### src/rtl/tl_port_arbiter.sv
// tl_port_arbiter: shares one TileLink-UL port between two requesters.
// Round-robin A mux with one hold stage; D routed back by source[5].
module tl_port_arbiter #(
  parameter int MAX_OUT = 4,
  parameter int A_W = 83,
  parameter int D_W = 48
) (
  input  logic             sys_clk,
  input  logic             rst_n,
  input  logic [1:0]       m_a_valid,
  output logic [1:0]       m_a_ready,
  input  logic [2*A_W-1:0] m_a_bits,
  output logic [1:0]       m_d_valid,
  input  logic [1:0]       m_d_ready,
  output logic [D_W-1:0]   m_d_bits,
  output logic             tl_a_valid,
  input  logic             tl_a_ready,
  output logic [A_W:0]     tl_a_bits,
  input  logic             tl_d_valid,
  output logic             tl_d_ready,
  input  logic [D_W:0]     tl_d_bits,
  output logic             busy,
  output logic             err_unexpected_d
);

  // tag bit sits just above the requester's 5-bit source
  localparam int A_TAG = A_W - 9;
  localparam int D_TAG = D_W - 8;
  localparam logic [3:0] LIMIT = 4'(MAX_OUT);

  logic            hold_valid;
  logic [A_W:0]    hold_bits;
  logic            ptr;
  logic [1:0][3:0] cnt;
  logic [1:0]      elig;
  logic            slot_free;
  logic            gnt_vld;
  logic            gnt_idx;
  logic [A_W-1:0]  gnt_bits;
  logic            d_idx;
  logic            d_hs;
  logic [1:0]      inc;
  logic [1:0]      dec;
  logic            unexp;

  assign elig[0] = m_a_valid[0] && (cnt[0] < LIMIT);
  assign elig[1] = m_a_valid[1] && (cnt[1] < LIMIT);
  assign slot_free = !hold_valid || tl_a_ready;

  // pick an eligible requester; the pointer side wins ties
  always_comb begin
    gnt_vld = 1'b0;
    gnt_idx = ptr;
    if (slot_free) begin
      if (elig[ptr]) begin
        gnt_vld = 1'b1;
        gnt_idx = ptr;
      end else if (elig[~ptr]) begin
        gnt_vld = 1'b1;
        gnt_idx = ~ptr;
      end
    end
  end

  assign m_a_ready = {gnt_vld & gnt_idx, gnt_vld & ~gnt_idx};
  assign gnt_bits  = gnt_idx ? m_a_bits[A_W +: A_W]
                             : m_a_bits[0 +: A_W];

  // output hold stage and round-robin pointer
  always_ff @(posedge sys_clk or negedge rst_n) begin
    if (!rst_n) begin
      hold_valid <= 1'b0;
      hold_bits  <= '0;
      ptr        <= 1'b0;
    end else if (gnt_vld) begin
      hold_valid <= 1'b1;
      hold_bits  <= {gnt_bits[A_W-1:A_TAG], gnt_idx,
                     gnt_bits[A_TAG-1:0]};
      ptr        <= ~gnt_idx;
    end else if (tl_a_ready) begin
      hold_valid <= 1'b0;
    end
  end

  assign tl_a_valid = hold_valid;
  assign tl_a_bits  = hold_bits;

  assign d_idx      = tl_d_bits[D_TAG];
  assign tl_d_ready = m_d_ready[d_idx];
  assign d_hs       = tl_d_valid && tl_d_ready;
  assign m_d_valid  = {tl_d_valid & d_idx, tl_d_valid & ~d_idx};
  assign m_d_bits   = {tl_d_bits[D_W:D_TAG+1],
                       tl_d_bits[D_TAG-1:0]};

  // a response to an idle requester never decrements
  assign inc      = m_a_ready;
  assign dec[0]   = d_hs && !d_idx && (cnt[0] != 4'd0);
  assign dec[1]   = d_hs && d_idx && (cnt[1] != 4'd0);
  assign unexp    = d_hs && (cnt[d_idx] == 4'd0);

  // outstanding counters and sticky error
  always_ff @(posedge sys_clk or negedge rst_n) begin
    if (!rst_n) begin
      cnt              <= '0;
      err_unexpected_d <= 1'b0;
    end else begin
      for (int i = 0; i < 2; i++) begin
        if (inc[i] && !dec[i])
          cnt[i] <= cnt[i] + 4'd1;
        else if (dec[i] && !inc[i])
          cnt[i] <= cnt[i] - 4'd1;
      end
      if (unexp)
        err_unexpected_d <= 1'b1;
    end
  end

  assign busy = hold_valid || (|cnt);

endmodule
### config.mk
export PLATFORM = sky130hd
export DESIGN_NAME = tl_port_arbiter
export DESIGN_NICKNAME = d
export VERILOG_FILES = /design/src/rtl/tl_port_arbiter.sv
export SDC_FILE = /design/constraint.sdc
export NUM_CORES = 1
export LEC_CHECK = 0
export ABC_AREA = 1
export CAP_MARGIN = 10
export CORE_AREA = 4 4 137 139
export CTS_BUF_LIST = sky130_fd_sc_hd__clkbuf_16
export DETAILED_ROUTE_END_ITERATION = 8
export DIE_AREA = 0 0 141 143
export GPL_TIMING_DRIVEN = 0
export PLACE_DENSITY_LB_ADDON = 0.1
export SYNTH_ARGS = -nofsm -noshare
export SYNTH_HDL_FRONTEND = slang
export SYNTH_SLANG_ARGS = --single-unit
export TNS_END_PERCENT = 10
### constraint.sdc
create_clock -name sys_clk -period 3.9 [get_ports sys_clk]
set_input_delay 1.17 -clock sys_clk [delete_from_list [all_inputs] [get_ports sys_clk]]
set_output_delay 1.17 -clock sys_clk [all_outputs]
set_load 0.01 [all_outputs]
# Word level (Yosys, flattened, before mapping)
# Cells that the tools add are included.
dict set report classes {
  shift 0
  n_div 0
  mul 0
  n_lt_le_gt_ge 5
  n_addsub 4
  n_bitwise 7
  reduce_logical 27
  eq_ne 0
  n_mux 21
}
# cell count
set op_table {}
lappend op_table {{$mux 83} 1}
lappend op_table {{$mux 4} 6}
lappend op_table {{$mux 1} 14}
lappend op_table {{$logic_and 1x1->1} 12}
lappend op_table {{$add 4x1->4 const B} 2}
lappend op_table {{$lt 4x3->1 const B} 2}
lappend op_table {{$reduce_bool 4->1} 2}
lappend op_table {{$reduce_or 8->1} 1}
lappend op_table {{$sub 4x1->4 const B} 2}
lappend op_table {{$logic_not 1->1} 6}
lappend op_table {{$lt 1x2->1 const B} 3}
lappend op_table {{$reduce_bool 2->1} 3}
lappend op_table {{$and 1x1->1} 4}
lappend op_table {{$logic_not 4->1} 1}
lappend op_table {{$not 1->1} 3}
lappend op_table {{$logic_or 1x1->1} 2}
dict set report word_totals {
  ram_bits 0
  mem_bits_ro 0
  ff_bits 95
  mem_count 0
  output_inout_bits 140
  latchBits 0
}

# Logic depth before layout (Yosys ltp)
dict set report depth {
  word_depth 13
  ltp_mapped 20
  ltp_nobuf 19
}

# Least setup slack after synthesis
# OpenSTA, ideal clock, no wires.
dict set report synth_timing {
  path_type {input to output}
  start {in tl_a_ready}
  end {out m_a_ready[1]}
  slack_ps 633
  t_arrival_ps 2097
  n_path_buf 1
  required_ps 2730
  stages 8
  cell_sequence {nor2_2 inv_1 nand2_1 nand2_1 nand2_1 clkbuf_1 nand2_1 inv_1}
}
dict set report synth_between {
  elab_chain_cells 3
  elab_cells_between_ends 4
}
# element line_no
set synth_lines {}
lappend synth_lines {{start: declaration} 17} ;# input logic tl_a_ready,
lappend synth_lines {{$logic_or 1x1->1 *} 48} ;# assign slot_free = !hold_valid || tl_a_ready;
lappend synth_lines {{$mux 1} 54} ;# if (slot_free) begin
lappend synth_lines {{$and 1x1->1 *} 65} ;# assign m_a_ready = {gnt_vld & gnt_idx, gnt_vld & ~gnt_idx};
lappend synth_lines {{end: declaration} 11} ;# output logic [1:0] m_a_ready,
# Mark *: on every way between the ends. The rest lies on a longest branch, timed or not.

# Worst setup path in the final report
dict set report layout_timing {
  start {in m_a_valid[1]}
  end {out m_a_ready[0]}
}
dict set report layout_between {
  elab_chain_cells 8
  elab_cells_between_ends 13
}
# element line_no
set layout_lines {}
lappend layout_lines {{start: declaration} 10} ;# input logic [1:0] m_a_valid,
lappend layout_lines {{$logic_and 1x1->1 *} 47} ;# assign elig[1] = m_a_valid[1] && (cnt[1] < LIMIT);
lappend layout_lines {{$mux 1 (not written as such) (2 in a row)} 58} ;# end else if (elig[~ptr]) begin
lappend layout_lines {{$mux 1} 58}
lappend layout_lines {{$mux 1} 55} ;# if (elig[ptr]) begin
lappend layout_lines {{$mux 1} 54}
lappend layout_lines {{$not 1->1} 65}
lappend layout_lines {{$and 1x1->1 *} 65}
# Mark *: on every way between the ends. The rest lies on a longest branch, timed or not. The select of a mux whose other input is x is not followed.

==> results.json <==
{
  "finalHoldViolations": 0,
  "synth_most_common_cell": "nand3_1",
  "grt_max_degree": 52,
  "synth_cells": 627,
  "synth_nets": 858,
  "clkLatencyLatePin_ps": 350,
  "start_kind": "input pin",
  "synth.cell_area_um2": 5190,
  "synthFlopType": "dfrtp_1",
  "drt-total-wl_mm": 20.7,
  "fmax_ghz": 0.260,
  "post-route-min-period_ps": 3850,
  "die_h_um": 143,
  "ir_drop_mv": 0.295,
  "drc": 0,
  "yosys.area.top_type_share_pct": 45.8,
  "holdPathStages": 1,
  "p_leak_nw": 3.99,
  "cts_num_sinks": 95,
  "syn2layout_area_growth_pct": 73.4,
  "dpl.hpwl_mm": 15.6,
  "nets": 1190,
  "yosys_warnings": 0,
  "use_met3_pct": 6.90,
  "yosys.cell_types.count": 23,
  "clock_tree.buffer_depth": 2,
  "reg2reg_depth": 15,
  "yosys-top-cells-count": "nand3_1, nand2_1, dfrtp_1",
  "grt_pass1_wl_mm": 31.4,
  "grt_pass1_vias": 5781,
  "pre_cts_slack_ps": -776,
  "synth-edff-count": 0,
  "setup_viol": 0,
  "met2_usage_pct": 31.7,
  "initial_core_util_pct": 29.4,
  "synth.top_cells.by_area": "dfrtp_1, nand3_1, nand4_1, nand2_1, buf_4",
  "wl_per_cell_um": 17.4,
  "ios": 363,
  "syn_area_per_cell_um2": 8.29,
  "grt_use_met1_pct": 24.7,
  "setup_ws_ps": 51.2,
  "root_buffer": "clkbuf_16",
  "antenna_found_initial": 1,
  "yosysTopAreaCell": "dfrtp_1",
  "drt_iter0_drc": 276,
  "slew_headroom_pct": 56.9,
  "vias": 5773,
  "cts_made_buffers": 9,
  "overflow": 0,
  "core_um2": 17700,
  "fin_crit_sh_pct": 98.7,
  "rows": 49,
  "via_per_inst": 4.85,
  "drive_gt1_share_pct": 12.9,
  "grt_use_total_pct": 19.7,
  "ys_async_sr_fraction_pct": 100,
  "die_w_um": 141,
  "firstDrtPassIters": 7,
  "globalplace.congestion": 0.808,
  "cts_max_level": 3,
  "critical_path_required_ps": 2730,
  "hold_path.class": "flip-flop to flip-flop",
  "critPathKind": "input pin to output port",
  "clk_pin_slew_ps": 60,
  "status": "finished clean",
  "worstMarginPinSlew_ps": 646,
  "grt_busiest_layer": "met2",
  "worstPathArrival_ps": 2680,
  "power.total_mw": 6.49,
  "worst_setup_path_end_kind": "output port",
  "diodes": 0,
  "grt_setup_unrepaired": "true",
  "slew_viol_final": 0,
  "maxCapViolations": 0,
  "ys_ff_latch": 95,
  "skew_ps": 8.59,
  "numPortBuffers": 314,
  "p_per_area_nw_per_um2": 721,
  "cp_max_fo": 4,
  "dieArea_um2": 20200,
  "postRouteAntennaNets": 0,
  "cts_tree": "done",
  "ys_seq_area_share_pct": 45.8
}
timing repair:
item                       CTS  global route
pin swaps                    4             2
buffers inserted             7             1
hold endpoints to repair     0             0
resized for setup           22             3
setup endpoints to repair    2             2
hold buffers                 0             0
cell families (layout without fill, tap and decap cells):
kind of cell               after synthesis  count (layout)  synth area share [%]
xor gates and xnor gates                 5               5                 0.843
adders and majority gates                8               8                  2.22
DFF                                     95              95                  45.8
buffers and inverters                  121             456                  13.5
and+or+nand+nor                        389             389                  36.5
AOI/OAI and AO/OA                        9               9                  1.20
sequential cells by signal (all words and copies together) (netlist names):
signal	flops
tl_a_valid	1
tl_a_bits	84
cnt	8
err_unexpected_d	1
ptr	1
placed cells by master (no fill, tap or decap):
cell type,synthesis,final
nor2_2,2,1
clkbuf_4,1,1
clkinv_1,0,2
xnor2_1,5,5
clkbuf_16,0,9
o21ai_1,1,1
a21oi_4,1,1
nand2_2,0,2
buf_4,53,57
or2_2,1,1
nand2_1,123,121
nor2_1,7,7
o21bai_1,1,1
clkbuf_1,12,11
fa_1,2,2
clkdlybuf4s15_2,0,1
inv_2,4,4
buf_12,0,2
ha_1,6,6
dfrtp_1,95,95
clkdlybuf4s50_1,0,311
inv_1,15,17
nand4_1,83,83
a21oi_2,0,1
nand3_4,0,1
buf_16,0,1
nor2_4,0,1
nand3_1,171,170
and3_1,2,2
clkinv_2,0,1
buf_8,0,2
o21ai_0,4,4
buf_2,36,37
a31o_2,1,1
report_power, final:
part	internal (mW)	switching, mW	total (mW)
Sequential	1.48	0.277	1.75
Clock	0.416	0.375	0.791
Combinational	1.83	2.12	3.95
per-layer routing:
layer  wire length (um)  up-vias  part of all wire (%)
met5                 13        -                 0.063
met3               2070       34                    10
met1               8350     2673                    40
met2               9780      263                    47
li1                   -     2801                     -
met4                514        2                   2.5
stage by stage:
stage | utilization [%] | cells | instance area (um^2) | setup TNS, ps | hold slack [ps]
after floorplan | - | 627 | 5190 | 0 | 489
after global placement | 48.8 | 1170 | 8620 | -227540 | 455
after detailed placement | 49.0 | 1171 | 8650 | -2150 | 458
after CTS | 51.0 | 1190 | 9000 | 0 | 473
after global routing | 51.0 | 1191 | 9010 | -25.1 | 498
final | 51.0 | 1191 | 9010 | 0 | 466
worst paths after layout:
kind,from,end,slack (ps)
max in group asynchronous,rst_n,tl_a_bits[83]$_DFFE_PN0P_,2360
hold / removal,err_unexpected_d$_DFFE_PN0P_,err_unexpected_d$_DFFE_PN0P_,470
setup reg to reg,cnt[3]$_DFFE_PN0P_,cnt[7]$_DFFE_PN0P_,1360
hold reg to reg,err_unexpected_d$_DFFE_PN0P_,err_unexpected_d$_DFFE_PN0P_,470
min in group asynchronous,rst_n,tl_a_bits[68]$_DFFE_PN0P_,830
setup / recovery,m_a_valid[1],m_a_ready[0],50
worst max-delay path: stages:
cell and delay, ps:
clkdlybuf4s50_1 500, nand3_4 110, a21oi_4 180, buf_4 140, buf_4 130, buf_12 100, nand2_1 70, inv_2 60
clkdlybuf4s15_2 220
cell type report:
cell class	instances	area, um^2
clock inverter	5	20.0
sequential	95	2380
clock buffer	9	225
multi-input combinational	411	2140
timing repair buffer	323	3220
fill	1758	8650
tap	229	287
buffer	100	659
inverter	19	71.3
Note: power is estimated with default switching activity, not from simulation.
